`src/rtl/alu_drv_pkg.sv`:
```
// alu_drv_pkg -- shared widths, command record and FSM state type for the
// ALU command driver slice (alu_cmd_driver and its cmd_fifo queue).
//   DATA_W  : operand / result width
//   OP_W    : opcode width
//   COUNT_W : completed-response counter width
//   CMD_W   : width of one queued command (two operands plus opcode)
package alu_drv_pkg;

    localparam int unsigned DATA_W  = 4;
    localparam int unsigned OP_W    = 3;
    localparam int unsigned COUNT_W = 8;
    localparam int unsigned CMD_W   = 2 * DATA_W + OP_W;

    typedef enum logic [1:0] {
        ST_IDLE,
        ST_DRIVE,
        ST_RESP
    } drv_state_e;

    // One queued command; packed so it travels through the FIFO as a vector.
    typedef struct packed {
        logic [OP_W-1:0]   op;
        logic [DATA_W-1:0] a;
        logic [DATA_W-1:0] b;
    } cmd_t;

endpackage

```
`src/rtl/cmd_fifo.sv`:
```
// cmd_fifo -- synchronous command queue with first-word-fall-through read.
//   clk, rst : clock, asynchronous active-high reset (pointers/occupancy only)
//   push     : write request; ignored while full
//   wr_data  : data written at the tail
//   pop      : read request; ignored while empty
//   rd_data  : head entry, valid whenever empty is low
//   full     : DEPTH entries held
//   empty    : no entries held
// DEPTH must be a power of two (pointers wrap naturally).
module cmd_fifo
    import alu_drv_pkg::*;
#(
    parameter int unsigned WIDTH = CMD_W,
    parameter int unsigned DEPTH = 4
) (
    input  logic             clk,
    input  logic             rst,
    input  logic             push,
    input  logic [WIDTH-1:0] wr_data,
    input  logic             pop,
    output logic [WIDTH-1:0] rd_data,
    output logic             full,
    output logic             empty
);

    localparam int unsigned PTR_W = $clog2(DEPTH);
    localparam logic [PTR_W:0] FULL_COUNT = (PTR_W + 1)'(DEPTH);

    logic [WIDTH-1:0] mem [DEPTH];
    logic [PTR_W-1:0] wr_ptr;
    logic [PTR_W-1:0] rd_ptr;
    logic [PTR_W:0]   count;
    logic             do_push;
    logic             do_pop;

    assign full    = (count == FULL_COUNT);
    assign empty   = (count == '0);
    // A push while full is refused even if a pop frees a slot this cycle.
    assign do_push = push && !full;
    assign do_pop  = pop && !empty;
    assign rd_data = mem[rd_ptr];

    always_ff @(posedge clk) begin
        if (do_push) begin
            mem[wr_ptr] <= wr_data;
        end
    end

    always_ff @(posedge clk or posedge rst) begin
        if (rst) begin
            wr_ptr <= '0;
            rd_ptr <= '0;
            count  <= '0;
        end else begin
            if (do_push) begin
                wr_ptr <= wr_ptr + 1'b1;
            end
            if (do_pop) begin
                rd_ptr <= rd_ptr + 1'b1;
            end
            case ({do_push, do_pop})
                2'b10:   count <= count + 1'b1;
                2'b01:   count <= count - 1'b1;
                default: count <= count;
            endcase
        end
    end

endmodule

```
`src/rtl/alu_cmd_driver.sv`:
```
// alu_cmd_driver -- queues operand/opcode commands, presents each one to an
// external combinational ALU, waits SETTLE_CYCLES, captures the result and
// offers it downstream with a valid/ready handshake.
//   clk, rst               : clock, asynchronous active-high reset
//   cmd_valid/cmd_ready    : upstream command handshake
//   cmd_a, cmd_b, cmd_op   : command operands and opcode (opcode uninterpreted)
//   alu_a, alu_b, alu_opcode : operands driven to the ALU
//   alu_x                  : ALU result
//   rsp_valid/rsp_ready    : downstream response handshake
//   rsp_x, rsp_op          : captured result and echo of the issued opcode
//   op_count               : completed responses, wraps at 2**COUNT_W
//   busy                   : a command is in flight or queued
module alu_cmd_driver
    import alu_drv_pkg::*;
#(
    parameter int unsigned FIFO_DEPTH    = 4,
    parameter int unsigned SETTLE_CYCLES = 1
) (
    input  logic               clk,
    input  logic               rst,
    input  logic               cmd_valid,
    output logic               cmd_ready,
    input  logic [DATA_W-1:0]  cmd_a,
    input  logic [DATA_W-1:0]  cmd_b,
    input  logic [OP_W-1:0]    cmd_op,
    output logic [DATA_W-1:0]  alu_a,
    output logic [DATA_W-1:0]  alu_b,
    output logic [OP_W-1:0]    alu_opcode,
    input  logic [DATA_W-1:0]  alu_x,
    output logic               rsp_valid,
    input  logic               rsp_ready,
    output logic [DATA_W-1:0]  rsp_x,
    output logic [OP_W-1:0]    rsp_op,
    output logic [COUNT_W-1:0] op_count,
    output logic               busy
);

    localparam int unsigned SET_W = (SETTLE_CYCLES > 1) ? $clog2(SETTLE_CYCLES) : 1;
    localparam logic [SET_W-1:0] SETTLE_LAST = SET_W'(SETTLE_CYCLES - 1);

    drv_state_e       state;
    drv_state_e       state_nxt;
    cmd_t             fifo_in;
    cmd_t             fifo_out;
    cmd_t             ops;
    logic             fifo_full;
    logic             fifo_empty;
    logic             fifo_pop;
    logic             load_ops;
    logic             capture;
    logic             rsp_fire;
    logic [SET_W-1:0] settle_cnt;

    assign fifo_in = '{op: cmd_op, a: cmd_a, b: cmd_b};

    cmd_fifo #(
        .WIDTH (CMD_W),
        .DEPTH (FIFO_DEPTH)
    ) u_cmd_fifo (
        .clk     (clk),
        .rst     (rst),
        .push    (cmd_valid),
        .wr_data (fifo_in),
        .pop     (fifo_pop),
        .rd_data (fifo_out),
        .full    (fifo_full),
        .empty   (fifo_empty)
    );

    always_ff @(posedge clk or posedge rst) begin
        if (rst) begin
            state <= ST_IDLE;
        end else begin
            state <= state_nxt;
        end
    end

    always_comb begin
        state_nxt = state;
        fifo_pop  = 1'b0;
        load_ops  = 1'b0;
        capture   = 1'b0;
        rsp_fire  = 1'b0;
        case (state)
            ST_IDLE: begin
                if (!fifo_empty) begin
                    fifo_pop  = 1'b1;
                    load_ops  = 1'b1;
                    state_nxt = ST_DRIVE;
                end
            end
            ST_DRIVE: begin
                if (settle_cnt == SETTLE_LAST) begin
                    capture   = 1'b1;
                    state_nxt = ST_RESP;
                end
            end
            ST_RESP: begin
                if (rsp_ready) begin
                    rsp_fire = 1'b1;
                    // Chain straight into the next command to avoid an idle bubble.
                    if (!fifo_empty) begin
                        fifo_pop  = 1'b1;
                        load_ops  = 1'b1;
                        state_nxt = ST_DRIVE;
                    end else begin
                        state_nxt = ST_IDLE;
                    end
                end
            end
            default: state_nxt = ST_IDLE;
        endcase
    end

    always_ff @(posedge clk or posedge rst) begin
        if (rst) begin
            ops        <= '0;
            settle_cnt <= '0;
            rsp_x      <= '0;
            rsp_op     <= '0;
            op_count   <= '0;
        end else begin
            if (load_ops) begin
                ops        <= fifo_out;
                settle_cnt <= '0;
            end else if (state == ST_DRIVE && !capture) begin
                settle_cnt <= settle_cnt + 1'b1;
            end
            if (capture) begin
                rsp_x  <= alu_x;
                rsp_op <= ops.op;
            end
            if (rsp_fire) begin
                op_count <= op_count + 1'b1;
            end
        end
    end

    assign alu_a      = ops.a;
    assign alu_b      = ops.b;
    assign alu_opcode = ops.op;
    assign rsp_valid  = (state == ST_RESP);
    assign cmd_ready  = !fifo_full;
    assign busy       = (state != ST_IDLE) || !fifo_empty;

endmodule

```
`config.mk`:
```
export PLATFORM = sky130hd
export DESIGN_NAME = alu_cmd_driver
export DESIGN_NICKNAME = d
export VERILOG_FILES = /design/src/rtl/alu_drv_pkg.sv /design/src/rtl/cmd_fifo.sv /design/src/rtl/alu_cmd_driver.sv
export SDC_FILE = /design/constraint.sdc
export NUM_CORES = 1
export LEC_CHECK = 0
export ABC_AREA = 1
export BUFFER_PORTS_ARGS = -buffer_cell sky130_fd_sc_hd__buf_2
export CAP_MARGIN = 10
export CORE_UTILIZATION = 30
export CTS_CLUSTER_DIAMETER = 120
export DETAILED_ROUTE_END_ITERATION = 10
export SLEW_MARGIN = 20
export SYNTH_ARGS = -nofsm -noshare
export SYNTH_HDL_FRONTEND = slang
export SYNTH_SLANG_ARGS = --single-unit
```
`constraint.sdc`:
```
create_clock -name clk -period 4.6 [get_ports clk]
set_input_delay 0.23 -clock clk [delete_from_list [all_inputs] [get_ports clk]]
set_output_delay 0.23 -clock clk [all_outputs]
set_load 0.03 [all_outputs]
```
==> results.md, run 1 <==
Run status:
- The run finished with clean final reports.

Synthesis:
- The post-synthesis cell area is 0.003407 mm2.
- By area the synthesized netlist is led by sky130_fd_sc_hd__edfxtp_1 (39%), sky130_fd_sc_hd__dfrtp_1 (26%), sky130_fd_sc_hd__nand2_1 (15%).
- The biggest area consumer among synthesized cells is sky130_fd_sc_hd__edfxtp_1.
- The share of synthesized area in the top cell type comes to 38.78%.
- When the netlist entered floorplanning its net count stood at around 360.
- For this run, the number of Yosys warnings is 0.
- The post-synthesis sequential element count is 80.
- Synthesis handed over a netlist of 337 instances.
- The count of cell types in the netlist is 25.
- The average instance area after synthesis is 10.11 um2.
- The sequential area share after synthesis is 65.22%.

Die:
- The placeable core region is 0.01094 mm2.
- In this run the core area contains 38 standard-cell rows.
- Once the floorplan was initialized, standard cells occupied 31.16% of the core.
- 48 I/O pins were placed.
- The die extent in y is around 110 um.
- The floorplan die area is 0.01179 mm2.
- The die outline width is 108.6 um.

Timing:
- The peak clock frequency supported by timing is 461.4 MHz.
- Between clock sinks in the finished design, the worst skew comes to 0.006206 ns.
- Of the available clock period, the critical path in the final layout requires 47.12%.
- At the pin with the least slew margin, the transition time is 1.088 ns.
- Setup repair after global routing left no endpoint under its margin.
- The number of pins exceeding their max-slew limit in the final report is 0.
- Setup violations remaining at the end of the flow were counted as 0.
- Across all setup checks in the final design, the least slack found is 2.433 ns.
- The count of endpoints failing hold in the final timing report is 0.
- Measured against its own limit, the worst slew margin works out to between 20% and 30%.
- The sum of negative setup slack is 0 ns.
- The post-layout minimum cycle time is 2.167 ns.

Critical path:
- The endpoint identified for the worst register-to-register timing path is u_cmd_fifo.count[2].
- The register-to-register path setup slack is around 2.4 ns.
- STA classifies the critical path endpoint as a flip-flop.
- Of all nets on the critical path, the largest fanout is 16.
- Counting stages on the worst path, the most repeated cell is sky130_fd_sc_hd__nand2_1.
- The data required time of the worst path is 4.86 ns.
- STA puts the critical path data arrival time at 2.43 ns.
- The worst setup path is launched from a flip-flop.
- Traced cell by cell, the critical path runs through inv_1, nand3b_1, nand2_4, inv_2, ha_1, fa_1, nand2_1, nand2_1, nor2_1, xor2_1.
- Measured in cells, the most critical reg-to-reg path has a length of 10.
- For this design, the slowest cell found on the critical path is sky130_fd_sc_hd__dfrtp_1.
- The worst register-to-register path begins at u_cmd_fifo.count[0].
- The biggest cell delay along the critical path is 0.42 ns.
- The critical path class is flip-flop to flip-flop.

Drt:
- The number of DRC violations after detailed-routing iteration 0 is 155.
- Summed over all layers, the routed wires come to approximately 6700 um.
- In the routed layout, each cell is associated on average with a via count of 4.288.
- The number of DRC violations after detailed routing is 0.
- The residual antenna-violating net count after detailed routing is 0.
- Across all layers, the routed design uses approximately 2300 vias.
- The average wire per standard cell is around 13 um.
- The count of TritonRoute iterations in the first routing pass is 5.

Cells and area:
- The most common cell after layout, fill and taps aside is sky130_fd_sc_hd__nand2_1.
- The final layout net count is roughly 410.
- The fraction of final layout cells sized beyond drive strength 1 is 19.64%.
- The antenna diode count is 0.
- The library cells used most frequently in the layout, excluding fill and tap cells, are sky130_fd_sc_hd__nand2_1 (136), sky130_fd_sc_hd__buf_2 (47), sky130_fd_sc_hd__edfxtp_1 (44).
- Fill cells in the final layout number 1088.
- The area growth from synthesis to layout is 20.01%.

Power and ir drop:
- The switching share of power is 40.37%.
- In this run the power density over the cells is 714.1 mW/mm2.
- The combinational group share of total power is 34.9%.
- The clock share of power is 25.5%.
- The portion of total power attributed to sequential cells is 39.7%.
- The leakage power summed over all cells is ~2.0 nW.
- The analysis attributes to net switching a power of 1.179 mW.
- IR analysis of the VDD net gives a maximum drop of 426.5 uV.
- The internal portion of the total power is 1.741 mW.

Min path:
- The path class of the tightest hold or removal check is input port to async pin.

Clock network:
- The number of sinks handled by clock tree synthesis is 80.
- Counting the buffers created by CTS gives 9.
- The quantity of hold-fixing buffers added after cts is 0.
- In this run the clock root is driven by a sky130_fd_sc_hd__clkbuf_16.
- The post-CTS setup repair buffer count is 0.
- The clock slew seen by the registers of the worst setup and hold paths is roughly 0.06 ns.
- TritonCTS built the clock tree.
- The CTS H-tree depth is 3.
- The maximum root-to-sink buffer count is 2.
- The number of gates resized after CTS was 0.
- The clock latency on the worst-skew pair is 0.34 ns.

Placed design:
- The congestion estimate from routability-driven global placement came to roughly 0.74.
- The half-perimeter wire length after placement is 4348 um.
- The pre-CTS worst setup slack is approximately 2.4 ns.
- In this run the tool buffered the top-level ports with 47 buffer cells.

Global route:
- The initial antenna violation count was 0.
- For this run the aggregate overflow at the end of global routing stands at 0.
- The global-route wire length before repair is between 10000 and 15000 um.
- Across every metal layer, demand over resource in global routing totals 12.42%.
- The via count of the first global-routing pass is 2143.
- Entering global routing, the biggest net connects 37 pins.

Job:
- Max-cap violations in this run came to 0.
## layer usage
| layer | wire (um) | global-route usage [%] |
|---|---|---|
| met1 | 3260 | 16.20 |
| met2 | 3012 | 18.99 |
| met3 | 283 | 3.014 |
| met4 | 148 | 6.660 |
| met5 | 0 | 0 |
## cell usage after synthesis
cell type,n
sky130_fd_sc_hd__a21oi_1,1
sky130_fd_sc_hd__nand2_1,136
sky130_fd_sc_hd__xnor2_1,3
sky130_fd_sc_hd__nand2_4,1
sky130_fd_sc_hd__edfxtp_1,44
sky130_fd_sc_hd__xor2_1,5
sky130_fd_sc_hd__ha_1,6
sky130_fd_sc_hd__buf_4,3
sky130_fd_sc_hd__nor2_2,2
sky130_fd_sc_hd__nand4_1,2
sky130_fd_sc_hd__inv_2,2
sky130_fd_sc_hd__o21ai_0,15
sky130_fd_sc_hd__buf_6,1
sky130_fd_sc_hd__fa_1,1
sky130_fd_sc_hd__nor2_4,2
sky130_fd_sc_hd__clkbuf_1,1
sky130_fd_sc_hd__nand2_2,1
sky130_fd_sc_hd__inv_1,34
sky130_fd_sc_hd__clkinv_1,1
sky130_fd_sc_hd__nand3_2,1
sky130_fd_sc_hd__buf_2,4
sky130_fd_sc_hd__dfrtp_1,36
sky130_fd_sc_hd__nand3b_1,3
sky130_fd_sc_hd__nor2_1,20
sky130_fd_sc_hd__nand3_1,12
## worst max-delay path: cells and delay by family (launching register included)
kind	cells	cell delay, ns
adder cells (fa/ha/maj)	2	0.66
buffers and inverters	2	0.26
AND/OR/NAND/NOR	5	0.60
flip-flops	1	0.42
XOR/XNOR	1	0.15
## through the flow
step / hold WS (ns) / power, mW / cell area [um2] / utilization, % / instances
floorplan: 0.3289 / 1.933 / 3407 / - / 337
global placement: 0.3866 / 2.173 / 3767 / 34.45 / 516
detailed placement: 0.3847 / 2.203 / 3767 / 34.45 / 516
CTS: 0.02171 / 2.955 / 4079 / 37.30 / 532
global route: 0.05313 / 3.138 / 4089 / 37.39 / 532
finish: 0.006990 / 2.920 / 4089 / 37.39 / 532
## flip-flops by register name (all words and copies together) (netlist names)
name,flops
alu_b,4
alu_opcode,3
rsp_op,3
u_cmd_fifo.wr_ptr,2
rsp_x,4
alu_a,4
u_cmd_fifo.count,3
settle_cnt,1
u_cmd_fifo.rd_ptr,2
op_count,8
u_cmd_fifo.mem,44
state,2
## final cells by class
class | count | area, um2 | share of cell area (%)
inverters | 37 | 138.9 | 3.397
well taps | 140 | 175.2 | 4.284
repair buffers | 48 | 242.7 | 5.936
clock inverters | 6 | 72.57 | 1.775
multi-input cells | 211 | 998.5 | 24.42
flip-flops and latches | 80 | 2222 | 54.35
clock buffers | 10 | 239.0 | 5.845
## power by group through the flow
stage	Clock [mW]	Sequential, mW	Combinational, mW
final	0.744	1.16	1.02
after global routing	0.786	1.19	1.16
after CTS	0.760	1.16	1.03
after detailed placement	0	1.18	1.03
after global placement	0	1.17	1.00
after floorplan	0	1.28	0.654
## cells by family (layout without fill, tap and decap cells)
group	Yosys count	in the layout	synth area share (%)
adders and majority gates	7	7	2.791
buffers and inverters	46	101	5.765
and+or+nand+nor	180	180	21.81
AOI/OAI and AO/OA	16	16	2.350
xor gates and xnor gates	8	8	2.057
DFF	80	80	65.22
## worst max-delay path by stage
stage / start / to / slack, ns / cells past startpoint
2_1_floorplan: u_cmd_fifo.count[0] / u_cmd_fifo.count[2] / 2.60 / 9
3_3_place_gp: u_cmd_fifo.count[0] / u_cmd_fifo.count[2] / 2.45 / 10
3_5_place_dp: u_cmd_fifo.count[0] / u_cmd_fifo.mem[0][6] / 2.37 / 4
4_1_cts: u_cmd_fifo.count[0] / u_cmd_fifo.mem[0][2] / 2.35 / 4
5_1_grt: u_cmd_fifo.rd_ptr[0] / alu_b[3] / 2.21 / 7
6_report: u_cmd_fifo.count[0] / u_cmd_fifo.count[2] / 2.43 / 10
(Power assumes the default switching activity.)
==> run 2, diff against run 1 <==
- clock period: 4.6 -> 2.15 ns (I/O delays scaled with it)
==> run 2 against run 1 <==
Compared with the run above: largest power group unchanged; worst setup slack worse by 2.2 ns; critical endpoint unchanged; design area grew 3.8%; clock skew is 0.0015 ns higher; sequential share of layout area is 2.0 points lower; clock power up 110%; total power grew 110%; clock-buffer cell count decreased by 1; core utilization rose by 1.4 points.
==> results.md, run 2 (same netlist as run 1, synthesis figures left out) <==
Critical path:
- The terminus of the critical flop-to-flop path is u_cmd_fifo.count[2].
- The number of buffers and inverters on the critical path is 2.
- Data on the critical path arrives at its endpoint at around 2.2 ns.
- The startpoint of the lowest-slack register-to-register path is u_cmd_fifo.count[0].
- The capture point of the worst path is u_cmd_fifo.count[2].
- The worst setup path is of the flip-flop to flip-flop kind.
- By instance count, the cell type seen most on the critical path is sky130_fd_sc_hd__nand2_1.
- Of all nets on the critical path, the largest fanout is 12.
- The slowest library cell on the worst path is sky130_fd_sc_hd__dfrtp_1.
- The biggest cell delay along the critical path is 0.42 ns.
- The register-to-register path setup slack is 0.22 ns.
- In this run the worst setup path begins at u_cmd_fifo.count[0].
- STA classifies the critical path endpoint as a flip-flop.
- The data required time of the worst path is 2.41 ns.
- The number of cells on the worst reg-to-reg path is 10.
- The family of cells with the greatest summed delay on the critical path is adder cells.
- The number of cells on the critical path is 10.
- The signal on the critical path passes through inv_1, nand3b_1, nand2_4, inv_2, ha_1, fa_1, nand2_1, nand2_1, nor2_1, xor2_1.
- The critical path launch point type is a flip-flop.

Cells and area:
- Leaving out fill and tap cells, the most frequent cell in the layout is sky130_fd_sc_hd__nand2_1.
- In the layout the commonest cells are sky130_fd_sc_hd__nand2_1 (136), sky130_fd_sc_hd__buf_2 (47), sky130_fd_sc_hd__edfxtp_1 (44).
- The largest registers in the layout are u_cmd_fifo.mem: 44 flops, op_count: 8 flops.
- The flip-flop count of the largest register, all copies and words added is 44.
- The area growth from synthesis to layout is 24.57%.
- The fraction of final layout cells sized beyond drive strength 1 is 19.22%.
- More flip-flops sit in one register than any other, and that register is u_cmd_fifo.mem.
- The final layout net count is ~430.
- The antenna diode count is 0.
- The filler cells instantiated in the layout total 1070.

Drt:
- After the first detailed-routing iteration, the DRC count stood at 117.
- The residual antenna-violating net count after detailed routing is 0.
- For this run, design rule violations remaining after detail routing come to 0.
- The count of TritonRoute iterations in the first routing pass is 4.
- Across all layers, the routed design uses 2338 vias.
- The average wire per standard cell is around 12 um.
- The via count normalized by instance count is 4.243.
- After detailed routing, the total wire length is about 6600 um.

Run status:
- The run finished with clean final reports.

Die:
- The core region is approximately 0.011 mm2.
- The floorplan step set the die height to ~110 um.
- The number of top-level design ports is 48.
- The floorplan has 38 rows.
- The die outline width is ~110 um.
- The floorplan step defined a die boundary enclosing 0.01179 mm2.
- The initial utilization of the core area, before any placement, comes to 31.16%.

Clock network:
- TritonCTS built the clock tree.
- The clock slew seen by the registers of the worst setup and hold paths is around 0.060 ns.
- In this run the post-CTS setup repair buffer count came out at 0.
- The H-tree was split into 3 levels.
- The clock buffer count from CTS is 9.
- Clock tree synthesis selected as its root buffer the cell sky130_fd_sc_hd__clkbuf_16.
- The number of sinks handled by clock tree synthesis is 80.
- The clock reaches the later pin of the worst-skew pair after between 0.3 and 0.4 ns.
- The maximum root-to-sink buffer count is 2.
- The quantity of gates resized following cts is 0.

Global route:
- The global-route wire length before repair is 10880 um.
- Global routing used 12.37% of the available tracks.
- The largest net degree at the start of global routing is 37.
- The via count of the first global-routing pass is 2291.
- The initial antenna violation count is 0.
- For this run the aggregate overflow at the end of global routing stands at 0.

Power and ir drop:
- The combinational group share of total power is roughly 37%.
- Net switching is 40.24% of the power.
- The internal power of the cells totals 3.748 mW.
- Summed over all nets, the switching power comes to between 2 and 3 mW.
- The portion of total power attributed to sequential cells is 38.2%.
- The leakage power summed over all cells is ~2.0 nW.
- The clock share of power is 24.6%.
- Across the VDD grid, the largest voltage drop is 768.4 uV.
- Dividing total power by cell area gives a power density of 1478 mW/mm2.

Timing:
- At the pin with the least slew margin, the transition time is 0.5489 ns.
- Summed over all failing endpoints, the final setup total negative slack is 0 ns.
- The final worst-path cycle share is 89.82%.
- Setup repair after global routing left no endpoint under its margin.
- Derived from the worst setup path, the maximum achievable clock frequency is 517.8 MHz.
- The number of pins exceeding their max-slew limit in the final report is 0.
- The headroom to the max-slew limit is between 60% and 70%.
- On the final layout, the worst clock skew is 0.007734 ns.
- The count of endpoints failing hold in the final timing report is 0.
- The post-layout minimum cycle time is 1.931 ns.
- Setup violations remaining at the end of the flow were counted as 0.
- After layout, the worst setup slack is 0.2188 ns.

Placed design:
- The count of port buffers added during placement is 47.
- The half-perimeter wire length after placement is around 4300 um.
- The pre-CTS worst setup slack is 0.2193 ns.
- The congestion estimate from routability-driven global placement came to 0.7427.

Min path:
- The min-delay analysis places its worst path in the category input port to flip-flop.

Job:
- Max-cap violations in this run came to 0.
[run 2: routing by layer]
| metal | part of all wire (%) | GRT usage [%] | routed length [um] | up-vias |
|---|---|---|---|---|
| li1 | - | - | - | 1202 |
| met1 | 49 | 15.63 | 3230 | 1073 |
| met2 | 45 | 19.76 | 2993 | 55 |
| met3 | 4.3 | 3.556 | 280 | 8 |
| met4 | 1.2 | 5.212 | 77 | 0 |
| met5 | 0 | 0 | 0 | - |
[run 2: how the worst min path moves through the flow]
stage | startpoint | cells after the start | endpoint
2_1_floorplan | cmd_b[0] | 0 | u_cmd_fifo.mem[0][0]
3_3_place_gp | rst | 3 | u_cmd_fifo.count[1]
3_5_place_dp | rst | 3 | op_count[6]
4_1_cts | cmd_op[1] | 1 | u_cmd_fifo.mem[2][9]
5_1_grt | rsp_ready | 2 | state[1]
6_report | alu_x[1] | 3 | rsp_x[1]
[run 2: stage by stage]
step,power (mW),util (%),std cells,instance area [um2],hold WS [ns]
finish,6.273,38.81,551,4244,0.01070
floorplan,4.136,-,337,3407,0.2064
detailed placement,4.769,34.93,523,3820,0.2560
global placement,4.705,34.93,523,3820,0.2518
CTS,6.358,38.72,550,4234,0.0003264
global route,6.784,38.81,551,4244,0.01219
[run 2: what timing repair did]
action                                  4_1_cts  5_1_grt
hold buffers                                 11        1
endpoints found under the setup margin        0        0
endpoints found under the hold margin        76        4
[run 2: area by class of cell]
type                    instances  area (um2)  area share, %
clock buffers                   9       225.2          5.307
multi-input cells             211       988.4          23.29
clock inverters                 7       78.83          1.857
inverters                      37       138.9          3.272
well taps                     140       175.2          4.127
repair buffers                 67       415.4          9.788
flip-flops and latches         80        2222          52.36
[run 2: worst reg2reg max path: cells and delay by family (launching register included)]
kind | cells | cell delay [ns]
xor+xnor | 1 | 0.15
fa+ha+maj | 2 | 0.64
buf+inv | 2 | 0.19
flops | 1 | 0.42
simple gates | 5 | 0.46
[run 2: power groups by stage]
stage	Combinational, mW	Clock, mW	Sequential, mW
floorplan	1.40	0	2.74
global placement	2.31	0	2.40
detailed placement	2.35	0	2.42
CTS	2.38	1.58	2.40
global route	2.68	1.66	2.45
finish	2.34	1.54	2.39
==> run 3, diff against run 2 <==
- clock period: 2.15 -> 2.1 ns (I/O delays scaled with it)
==> run 3 against run 2 <==
Compared with the run above: die area is the same; worst hold slack lost 0.0053 ns; total power grew 4.0%; highest routed layer unchanged; critical path depth is the same; core utilization grew 0.18 points; register-to-register slack lost 0.06 ns; combinational power grew 3%; fmax shrank 0.65%; clock power grew 6%; sequential power grew 3%.
==> results.md, run 3 (same netlist as run 1, synthesis figures left out) <==
Cells and area:
- In the layout the commonest cells are sky130_fd_sc_hd__nand2_1 (136), sky130_fd_sc_hd__buf_2 (47), sky130_fd_sc_hd__edfxtp_1 (44).
- 0 antenna diodes ended up in the layout.
- The cell area after layout is around 0.0043 mm2.
- The final layout net count is between 400 and 500.
- The top register by number of flip-flops is u_cmd_fifo.mem.
- Relative to the synthesized area, the layout overhead comes to 25.16%.
- Cells with a size suffix above 1 make up a little under a fifth of the layout.
- The largest registers in the layout are u_cmd_fifo.mem: 44 flops, op_count: 8 flops.
- The count of non-filler cells in the finished layout is 552.
- The register with the most flip-flops in the layout has 44 of them.
- The library cell used most frequently in the layout, excluding fill and tap cells, is sky130_fd_sc_hd__nand2_1.

Placed design:
- At the end of routability-driven placement, the weighted congestion stood at approximately 0.79.
- In this run the cell area measured after placement is roughly 0.0038 mm2.
- The half-perimeter wire length after placement is 4407 um.
- Port buffering added 47 buffers.
- The pre-CTS worst setup slack is 0.1704 ns.
- After detailed placement, the design holds a cell count of 524.

Global route:
- The initial antenna violation count is 0.
- The largest net degree at the start of global routing is 37.
- The via count of the first global-routing pass is 2252.
- The total overflow left after global routing is 0.
- Global routing used 12.39% of the available tracks across all layers.
- The global-route wire length before repair is approximately 11000 um.

Critical path:
- The critical path launch point type is a flip-flop.
- The critical-path maximum fanout is 3.
- For the worst setup path, the data required time is 2.35 ns.
- The critical path in this run is classified as flip-flop to flip-flop.
- The worst register-to-register path ends at u_cmd_fifo.count[2].
- STA puts the critical path data arrival time at between 2 and 2.5 ns.
- The startpoint of the lowest-slack register-to-register path is u_cmd_fifo.count[0].
- STA classifies the critical path endpoint as a flip-flop.
- Counting cells, the worst reg-to-reg path comes to 10.
- The worst register-to-register path has a setup slack of 0.16 ns.

Power and ir drop:
- Overall power consumption after layout is estimated at 6.525 mW.
- The power per standard cell area is about 1500 mW/mm2.
- The worst IR drop on VDD is 881.5 uV.
- The leakage power summed over all cells is 2.043 nW.

Timing:
- The post-layout worst setup margin is ~0.16 ns.
- Setup repair after global routing left no endpoint under its margin.
- The sum of negative setup slack is 0 ns.
- After layout, the worst path uses between 90% and 100% of the clock period.
- The final setup violation count is 0.
- For the pin with the worst max-slew slack, the measured transition is 0.5379 ns.
- The count of endpoints failing hold in the final timing report is 0.
- The peak clock frequency supported by timing is 514.5 MHz.
- The post-layout minimum cycle time is 1.944 ns.
- Clock skew on the completed layout was measured at between 0.006 and 0.007 ns.
- The number of pins exceeding their max-slew limit in the final report is 0.
- The headroom to the max-slew limit is 64.14%.

Clock network:
- For this design, the sink count on the clock tree is 80.
- Clock tree synthesis selected as its root buffer the cell sky130_fd_sc_hd__clkbuf_16.
- The post-CTS setup repair buffer count is 0.
- Clock latency on the worst-skew pair, taken at its later pin, is 0.33 ns.
- The CTS H-tree depth is 3.
- The clock slew seen by the registers of the worst setup and hold paths is 0.06 ns.
- The maximum root-to-sink buffer count is 2.
- TritonCTS built the clock tree.
- Buffers inserted during clock tree synthesis total 9.

Drt:
- The average wire per standard cell is 12.11 um.
- The routed layout has 2363 vias.
- The residual antenna-violating net count after detailed routing is 0.
- The number of DRC violations after detailed routing is 0.
- For this block, the initial DRC count from the detailed router was 158.
- The count of TritonRoute iterations in the first routing pass is 4.
- After detailed routing, the number of vias per cell comes to 4.281.
- After detailed routing, the total wire length is about 6700 um.

Min path:
- The capture endpoint of the worst hold path is rsp_x[0].
- The worst hold path was traced through 3 stages.
- The class of the most critical hold timing path is input port to flip-flop.
- The hold path startpoint is alu_x[0].

Die:
- The die extent in y is 108.6 um.
- 48 I/O pins were placed.
- The site row count is 38.
- The initial core utilization is 31.16%.
- The floorplan step defined a die boundary enclosing 0.01179 mm2.
- Measured along the x axis, the die boundary spans 108.6 um.
- The core region is 0.01094 mm2.

Run status:
- The run finished with clean final reports.

Job:
- Max-cap violations in this run came to 0.
-- run 3: changes by cell type in the layout (fill, tap and decap cells not counted) --
cell	delta
sky130_fd_sc_hd__clkbuf_1	+2
sky130_fd_sc_hd__inv_6	-1
sky130_fd_sc_hd__inv_8	-1
sky130_fd_sc_hd__bufinv_16	+1
sky130_fd_sc_hd__buf_4	+1
sky130_fd_sc_hd__clkinvlp_4	+1
sky130_fd_sc_hd__clkinv_4	-1
sky130_fd_sc_hd__clkinv_1	-1
-- run 3: worst max path at each step --
stage / from / to / slack, ns / cells after the start
after floorplan: u_cmd_fifo.count[0] / u_cmd_fifo.count[2] / 0.1 / 9
after global placement: u_cmd_fifo.count[0] / u_cmd_fifo.count[2] / 0.30 / 10
after detailed placement: u_cmd_fifo.count[0] / u_cmd_fifo.count[2] / 0.17 / 10
after CTS: u_cmd_fifo.count[0] / u_cmd_fifo.count[2] / 0.15 / 10
after global routing: u_cmd_fifo.count[0] / u_cmd_fifo.count[2] / 0.06 / 10
final: u_cmd_fifo.count[0] / u_cmd_fifo.count[2] / 0.16 / 10
-- run 3: repair_timing --
action,in CTS,in global routing
setup endpoints to repair,0,0
gates resized for setup,0,0
endpoints found under the hold margin,80,0
hold buffers,12,0
-- run 3: per-stage QoR --
stage,utilization [%],hold slack [ns]
finish,38.99,0.005443
floorplan,-,0.2039
detailed placement,35.00,0.2525
CTS,38.99,0.0008681
global placement,35.00,0.2565
global route,38.99,0.003602
-- run 3: routing by layer --
layer	global-route usage [%]	vias to the layer above	wire, um
li1	-	1200	-
met1	15.43	1089	3123
met2	19.67	62	3062
met3	3.978	12	388
met4	5.405	0	112
met5	0	-	0
-- run 3: final cells by class --
class,instances,area (um2)
repair buffers,68,422.9
clock buffers,11,232.7
inverters,37,138.9
fillers,1072,6671
multi-input cells,211,988.4
clock inverters,5,83.83
well taps,140,175.2
flip-flops and latches,80,2222
-- run 3: worst max-delay path: stages, from the launching register on --
cell,delay (ns)
sky130_fd_sc_hd__dfrtp_1,0.42
sky130_fd_sc_hd__inv_1,0.09
sky130_fd_sc_hd__nand3b_1,0.14
sky130_fd_sc_hd__nand2_4,0.10
sky130_fd_sc_hd__inv_2,0.04
sky130_fd_sc_hd__ha_1,0.23
sky130_fd_sc_hd__fa_1,0.39
sky130_fd_sc_hd__nand2_1,0.09
sky130_fd_sc_hd__nand2_1,0.06
sky130_fd_sc_hd__nor2_1,0.15
sky130_fd_sc_hd__xor2_1,0.16
-- run 3: power by group --
part	internal, mW	total, mW	switching [mW]
clock network	1.04	1.64	0.599
registers	2.16	2.47	0.313
logic	0.769	2.41	1.65
total	3.97	6.53	2.56
